===== src/rtl/pic_pc_stack_unit_pkg.sv =====
// pic_pc_stack_unit_pkg: default geometry, vectors and PC command priority encoding for the PC/stack unit.
package pic_pc_stack_unit_pkg;
  localparam int PC_W_DEF       = 13;
  localparam int J_W_DEF        = 11;
  localparam int DEPTH_DEF      = 8;
  localparam int RST_VECTOR_DEF = 0;
  localparam int IRQ_VECTOR_DEF = 4;
  typedef enum logic [2:0] {
    CMD_NONE, CMD_INCR, CMD_PCL, CMD_JMP, CMD_CALL, CMD_RET, CMD_IRQ
  } cmd_e;
  function automatic cmd_e cmd_sel(input logic irq, input logic ret, input logic call,
                                   input logic jmp, input logic pcl, input logic incr);
    return irq ? CMD_IRQ : ret ? CMD_RET : call ? CMD_CALL :
           jmp ? CMD_JMP : pcl ? CMD_PCL : incr ? CMD_INCR : CMD_NONE;
  endfunction
endpackage


===== src/rtl/pic_pc_stack_unit_return_stack.sv =====
// pic_pc_stack_unit_return_stack: circular return stack with saturating fill level.
// PIC_STACK_STATUS_EN adds sticky overflow/underflow flags with a clear input.
module pic_pc_stack_unit_return_stack #(
  parameter int PC_W  = 13,
  parameter int DEPTH = 8
) (
  input  logic                       clk,
  input  logic                       rst,
  input  logic                       push,
  input  logic                       pop,
  input  logic [PC_W-1:0]            push_data,
  output logic [PC_W-1:0]            pop_data,
`ifdef PIC_STACK_STATUS_EN
  input  logic                       stk_flag_clr,
  output logic                       stk_ovf,
  output logic                       stk_unf,
`endif
  output logic [$clog2(DEPTH):0]     level
);
  localparam int PTR_W = $clog2(DEPTH);
  logic [PC_W-1:0]  r_mem [DEPTH];
  logic [PTR_W-1:0] r_ptr;
  logic [PTR_W:0]   r_level;
  logic [PTR_W-1:0] w_ptr_dec;
  logic             w_full;
  logic             w_empty;
  assign w_ptr_dec = r_ptr - PTR_W'(1);
  assign w_full    = r_level == (PTR_W+1)'(DEPTH);
  assign w_empty   = r_level == '0;
  assign pop_data  = r_mem[w_ptr_dec];
  assign level     = r_level;
  always_ff @(posedge clk) begin
    if (rst) begin
      r_ptr   <= '0;
      r_level <= '0;
    end else if (push) begin
      r_ptr   <= r_ptr + PTR_W'(1);
      r_level <= w_full ? r_level : r_level + (PTR_W+1)'(1);
    end else if (pop) begin
      r_ptr   <= w_ptr_dec;
      r_level <= w_empty ? r_level : r_level - (PTR_W+1)'(1);
    end
  end
  // entries survive reset; only the pointer and level are cleared
  always_ff @(posedge clk) begin
    if (push && !rst) r_mem[r_ptr] <= push_data;
  end
`ifdef PIC_STACK_STATUS_EN
  logic r_ovf;
  logic r_unf;
  assign stk_ovf = r_ovf;
  assign stk_unf = r_unf;
  always_ff @(posedge clk) begin
    if (rst) begin
      r_ovf <= 1'b0;
      r_unf <= 1'b0;
    end else begin
      r_ovf <= (push && w_full) || (r_ovf && !stk_flag_clr);
      r_unf <= (pop && !push && w_empty) || (r_unf && !stk_flag_clr);
    end
  end
`endif
endmodule


===== src/rtl/pic_pc_stack_unit.sv =====
// pic_pc_stack_unit: PC, PCLATH and return stack for the midrange PIC core.
// PIC_STACK_STATUS_EN exposes sticky stack overflow/underflow flags.
module pic_pc_stack_unit
  import pic_pc_stack_unit_pkg::*;
#(
  parameter int PC_W       = PC_W_DEF,
  parameter int J_W        = J_W_DEF,
  parameter int DEPTH      = DEPTH_DEF,
  parameter int RST_VECTOR = RST_VECTOR_DEF,
  parameter int IRQ_VECTOR = IRQ_VECTOR_DEF
) (
  input  logic                   clk,
  input  logic                   rst,
  input  logic                   pc_incr_en,
  input  logic                   pc_j_en,
  input  logic                   call_en,
  input  logic                   ret_en,
  input  logic                   irq_en,
  input  logic [J_W-1:0]         pc_j_addr,
  input  logic                   pcl_wr_en,
  input  logic [7:0]             pcl_in,
  input  logic                   pclath_wr_en,
  input  logic [PC_W-9:0]        pclath_in,
`ifdef PIC_STACK_STATUS_EN
  input  logic                   stk_flag_clr,
  output logic                   stk_ovf,
  output logic                   stk_unf,
`endif
  output logic [PC_W-1:0]        pc_out,
  output logic [7:0]             pcl_out,
  output logic [PC_W-9:0]        pclath_out,
  output logic [$clog2(DEPTH):0] stk_level
);
  logic [PC_W-1:0] r_pc;
  logic [PC_W-9:0] r_pclath;
  cmd_e            w_cmd;
  logic [PC_W-1:0] w_pc_inc;
  logic [PC_W-1:0] w_jt;
  logic [PC_W-1:0] w_pop_data;
  logic [PC_W-1:0] w_pc_nxt;
  assign w_cmd    = cmd_sel(irq_en, ret_en, call_en, pc_j_en, pcl_wr_en, pc_incr_en);
  assign w_pc_inc = r_pc + PC_W'(1);
  assign w_jt     = {r_pclath[PC_W-9:J_W-8], pc_j_addr};
  always_comb begin
    w_pc_nxt = w_cmd == CMD_IRQ  ? PC_W'(IRQ_VECTOR) :
               w_cmd == CMD_RET  ? w_pop_data :
               (w_cmd == CMD_CALL || w_cmd == CMD_JMP) ? w_jt :
               w_cmd == CMD_PCL  ? {r_pclath, pcl_in} :
               w_cmd == CMD_INCR ? w_pc_inc : r_pc;
  end
  // PCLATH updates alongside any PC command; the mux above sees the old value
  always_ff @(posedge clk) begin
    if (rst) begin
      r_pc     <= PC_W'(RST_VECTOR);
      r_pclath <= '0;
    end else begin
      r_pc <= w_pc_nxt;
      if (pclath_wr_en) r_pclath <= pclath_in;
    end
  end
  assign pc_out     = r_pc;
  assign pcl_out    = r_pc[7:0];
  assign pclath_out = r_pclath;
  pic_pc_stack_unit_return_stack #(.PC_W(PC_W), .DEPTH(DEPTH)) u_stack (
    .clk          (clk),
    .rst          (rst),
    .push         (w_cmd == CMD_IRQ || w_cmd == CMD_CALL),
    .pop          (w_cmd == CMD_RET),
    .push_data    (w_cmd == CMD_IRQ ? r_pc : w_pc_inc),
    .pop_data     (w_pop_data),
`ifdef PIC_STACK_STATUS_EN
    .stk_flag_clr (stk_flag_clr),
    .stk_ovf      (stk_ovf),
    .stk_unf      (stk_unf),
`endif
    .level        (stk_level)
  );
endmodule


===== config.mk =====
export PLATFORM = sky130hd
export DESIGN_NAME = pic_pc_stack_unit
export DESIGN_NICKNAME = d
export VERILOG_FILES = /design/src/rtl/pic_pc_stack_unit_pkg.sv /design/src/rtl/pic_pc_stack_unit_return_stack.sv /design/src/rtl/pic_pc_stack_unit.sv
export SDC_FILE = /design/constraint.sdc
export NUM_CORES = 1
export LEC_CHECK = 0
export CAP_MARGIN = 10
export CORE_AREA = 2 2 145 147
export CTS_CLUSTER_SIZE = 8
export DETAILED_ROUTE_END_ITERATION = 6
export DIE_AREA = 0 0 147 149
export PLACE_DENSITY = 0.56
export SYNTH_ARGS = -nofsm -noshare
export SYNTH_HDL_FRONTEND = slang
export SYNTH_HIERARCHICAL = 1
export SYNTH_SLANG_ARGS = --single-unit
export TNS_END_PERCENT = 100

===== constraint.sdc =====
create_clock -name clk -period 7.6 [get_ports clk]
set_clock_uncertainty 0.1 [all_clocks]
set_input_delay 1.52 -clock clk [delete_from_list [all_inputs] [get_ports clk]]
set_output_delay 1.52 -clock clk [all_outputs]
set_load 0.005 [all_outputs]

* Yosys cells after proc, flatten, opt, wreduce, memory -nomap -nowiden *
Memory sizes are Yosys's and may differ from the RTL's.
Cells that the tools add are included.

word-level totals
  bits in registers = 25
  memory bits (writable) = 104
  output and inout port bits = 30
  logic and storage cells = 50
  memories kept = 1

memory list
  name           depth  bits a word  rd ports  clocked after Yosys merged registers in  write ports  line                                  source
  u_stack.r_mem  8      13           1         0                                        1            pic_pc_stack_unit_return_stack.sv:21  logic [PC_W-1:0] r_mem [DEPTH];

operators by class
  add/subtract/negate cells = 5
  equality and inequality tests = 9
  mux-type cells = 20
  reduce and logical (&&, ||, !) cells = 10

operators with widths
  cell                                                    number
  two-way mux 13 bit                                      5
  two-way mux 3 bit                                       6
  two-way mux 4 bit                                       4
  adder 13 x 1 -> 13 bit (second input constant)          1
  == test 3 bit (second input constant)                   3
  == test 3 x 2 -> 1 bit (second input constant)          2
  nonzero test 5 bit                                      1
  adder 4 x 1 -> 4 bit (second input constant)            1
  == test 4 bit (second input constant)                   1
  logical NOT 4 bit                                       1
  two-way mux 2 bit                                       2
  nonzero test 4 bit                                      1
  subtractor 4 x 1 -> 4 bit (second input constant)       1
  adder 3 x 1 -> 3 bit (second input constant)            1
  == test 3 x 1 -> 1 bit (second input constant)          1
  two-way mux 1 bit                                       3
  AND reduction 3 bit                                     1
  subtractor 3 x 1 -> 3 bit (second input constant)       1
  logical OR 1 bit                                        2
  inequality test 2 x 1 -> 1 bit (second input constant)  1
  inequality test 2 bit (second input constant)           1
  nonzero test 2 bit                                      1
  OR reduction 2 bit                                      1
  logical AND 1 bit                                       1
  logical NOT 1 bit                                       1

* Longest topological paths before layout *
  depth in word-level cells = 12
  gate-level depth with buffers = 11

* Cells and area by module *
The synthesis kept the hierarchy.

modules (own cells, without submodules)
  module                          instances  cells an instance  area an instance (um^2)
  pic_pc_stack_unit_return_stack  1          212                4406.7
  pic_pc_stack_unit               1          212                1574.0

* Worst setup path after synthesis *
No wires, ideal clock.

  path type = input to register
  from = input irq_en
  to = memory u_stack.r_mem[2][0] (enable)
  arrival = 3.826 ns
  required time = 7.100 ns
  setup slack = 3.274 ns
  cell stages on the path = 7
  path through = clkbuf_1 -> buf_1 -> a21o_1 -> clkbuf_2 -> inv_1 -> or3_1 -> nor3_1

on the way
  longest elaborated chain between the ends = 6

ends and longest elaborated chain
  element                                    line                                  source
  start: declaration                         pic_pc_stack_unit.sv:18               input logic irq_en,
  two-way mux 3 bit *                        pic_pc_stack_unit_pkg.sv:13           return irq ? CMD_IRQ : ret ? CMD_RET : call ? CMD_CALL :
  == test 3 bit                              pic_pc_stack_unit.sv:67               .push (w_cmd == CMD_IRQ || w_cmd == CMD_CALL),
  logical OR 1 bit *                         pic_pc_stack_unit.sv:67
  logical AND 1 bit *                        pic_pc_stack_unit_return_stack.sv:46  if (push && !rst) r_mem[r_ptr] <= push_data;
  two-way mux 1 bit *                        pic_pc_stack_unit_return_stack.sv:46
  two-way mux 1 bit (not written as such) *  pic_pc_stack_unit_return_stack.sv:46
  end: declaration                           pic_pc_stack_unit_return_stack.sv:21

Mark *: on every way between the ends. The rest lies on a longest branch, timed or not.

* Worst setup path in the final report *
  from = input ret_en
  to = memory u_stack.r_mem[6][5] (enable)

on the way
  longest elaborated chain between the ends = 7

ends and longest elaborated chain
  element                                    line                                  source
  start: declaration                         pic_pc_stack_unit.sv:17               input logic ret_en,
  two-way mux 3 bit * (2 in series)          pic_pc_stack_unit_pkg.sv:13
  == test 3 bit                              pic_pc_stack_unit.sv:67
  logical OR 1 bit *                         pic_pc_stack_unit.sv:67
  logical AND 1 bit *                        pic_pc_stack_unit_return_stack.sv:46
  two-way mux 1 bit *                        pic_pc_stack_unit_return_stack.sv:46
  two-way mux 1 bit (not written as such) *  pic_pc_stack_unit_return_stack.sv:46

Marked as above.

==> results.cfg <==
[sta]
finalCritPeriodShare_pct = 62.3
rsz0062_at_grt = false
setup_tns_ns = 0
slew_viol_final = 0
setup_viol = 0
tightest_slew_ns = 1.12
fin_crit_ns = 4.73
hold_ws_ns = 0.446
max_freq_ghz = 0.211
hold_violations = 0
slew_headroom_pct = 25.2

[clock_network]
cts_made_buffers = 17
ctsHtreeMaxLevel = 4
clkLatencyLatePin_ns = 0.41
cts.sinks = 129
post_cts_buffers = 0
cts-resized-gates = 0
clkTransAtPathRegs_ns = 0.06
cts_buffer_depth = 2
root_buffer = clkbuf_16
cts_tree = yes
holdBufCountCts = 0

[setup_path]
crit_arrival_ns = 4.66
crit_path_end_kind = flop
crit_type = input port to flop
worst_setup_path_start_kind = input port
cp_data_required_time_ns = 7.52
critPathMaxFanout = 19

[global_routing]
grt_pass1_vias = 3671
grt_first_pass_wirelength_um = 22800
track_usage_pct = 14.0
antenna_found_initial = 0
overflow = 0
grt_max_degree = 33

[die]
start_util_pct = 29.1
chipHeight_um = 149
core_area_mm2 = 0.0206
fp.dieArea_mm2 = 0.0219
die_w_um = 147
ios = 63
rows = 53

[finish]
nets = 510
regArea_mm2 = 0.00362
fin_cells = 759
syn2layout_area_growth_pct = 22.5
n_fill_cell = 1965
drive_above_1_share_pct = 15.9
multi_input_area_mm2 = 0.00213
antenna_cells = 0

[drt]
routedWlPerCell_um = 19.9
wl_met3_um = 1200
post-route-drc-count = 0
wl_met1_um = 6970
vias = 3798
wl_um = 15100
dr_wl_met2_um = 6800
viasPerCell = 5.00
drt_iter0_drc = 321
drtPass1Iterations = 4
ant_nets = 0
top_layer = met4

[synth]
synthCells = 424
yosysSeqAreaShare_pct = 60.6
synth.ff_latch_count = 129
synth_nets = 463
synthArstFlopShare_pct = 0
synthFlopType = edfxtp_1
yosysUniqueCellTypes = 58
yosys_warnings = 6
post_synth.cell_area_avg_um2 = 14.1
netlist_area_mm2 = 0.00598
synth-edff-count = 104

[min_path]
min_path_type = flop to flop

[pwr]
p_leak_nw = 2.44
power_mw = 1.95
vdd_ir_drop_max_uv = 101
power_density_mw_per_mm2 = 266

[job]
max-cap-violations = 0

[place]
port_buffers = 62
gp_congestion = 0.858
hpwlAfterDp_um = 10500
dp_cells = 727

[outcome]
outcome = completed
-- final cells by class --
cell class,count,area share (%)
clock inverters,15,1.95
clock buffers,17,5.81
flip-flops and latches,129,49.5
repair buffers,64,8.67
multi-input cells,252,29.0
inverters,7,0.359
well taps,275,4.70
-- critical path: stages --
cell,delay (ns)
clkdlybuf4s50_1,0.76
inv_1,0.51
a21o_1,0.30
inv_1,0.19
or3_1,0.48
nor2_1,0.87
-- cells by family (layout without fill, tap and decap cells) --
logic type,count (synthesis),after routing,share of synthesized area [%]
flip-flops,129,129,60.6
AND/OR/NAND/NOR,108,108,8.74
AO/OA/AOI/OAI,65,65,7.53
multiplexers,48,48,14.1
buffers and inverters,43,103,4.00
XOR/XNOR,25,25,3.66
adder cells (fa/ha/maj),6,6,1.38
-- flip-flops by register name, summed over array words and instances (netlist names) --
name and count:
u_stack/r_mem 104, pc_out 13, pclath_out 5, u_stack/level 4
u_stack/r_ptr 3
-- per-stage QoR --
step | instance area, um^2 | setup slack (ns) | utilization, %
finish | 7330 | 2.87 | 35.6
global route | 7330 | 2.60 | 35.6
CTS | 7330 | 2.90 | 35.6
detailed placement | 6760 | 2.46 | 32.9
global placement | 6760 | 2.56 | 32.9
floorplan | 5980 | 3.27 | -
-- layout by cell type (no fill, tap or decap), drive strengths merged, types with 12 or more instances in the layout --
cell             n
xnor2           13
nand2           27
a21oi           17
clkdlybuf4s50   62
xor2            12
mux2            15
edfxtp         104
clkbuf          17
nor2            37
dfxtp           25
mux4            26
-- Yosys cell counts, types with 2 or more instances --
library cell	n	area, um^2
o21ai_0	10	50.1
dfxtp_1	25	500
o221ai_1	4	35.0
o22ai_1	2	12.5
xor2_1	12	105
a221oi_1	3	26.3
mux2i_1	7	70.1
a21o_1	2	15.0
a21oi_1	16	80.1
a211oi_1	4	30.0
or3_1	7	43.8
ha_1	5	62.6
mux4_2	21	473
mux2_2	15	169
a311oi_1	2	17.5
xnor2_1	13	114
nand3_1	7	35.0
nand4_1	7	43.8
nor2_1	37	139
and4_1	2	17.5
and3_1	4	25.0
buf_6	3	33.8
a31oi_1	4	25.0
nand3_2	2	20.0
o211ai_1	3	22.5
buf_4	11	82.6
inv_1	7	26.3
buf_2	10	50.1
clkbuf_1	10	37.5
nor3_1	9	45.0
nand2_1	26	97.6
mux4_1	5	131
edfxtp_1	104	3120
-- worst paths after layout --
| check | startpoint | end | slack (ns) | cells after the start |
|---|---|---|---|---|
| worst max-delay path | ret_en | u_stack/r_mem[6][5] | 2.87 | 6 |
| worst min-delay path | u_stack/level[1] | u_stack/level[1] | 0.45 | 2 |
| worst max register to register | u_stack/r_ptr[0] | pc_out[2] | 3.76 | 6 |
| worst min register to register | u_stack/level[1] | u_stack/level[1] | 0.45 | 2 |
-- metal layers --
layer,vias to the layer above,GRT usage (%)
li1,1730,-
met2,162,21.3
met4,0,3.70
met3,13,3.64
met1,1893,19.9
met5,-,0
-- power breakdown --
part	internal (mW)	switching [mW]	leakage, nW
logic	0.167	0.160	1.00
clock network	0.479	0.296	0.268
registers	0.802	0.0465	1.17
total	1.45	0.502	2.44
No activity file was read; power rests on OpenSTA's default activity.
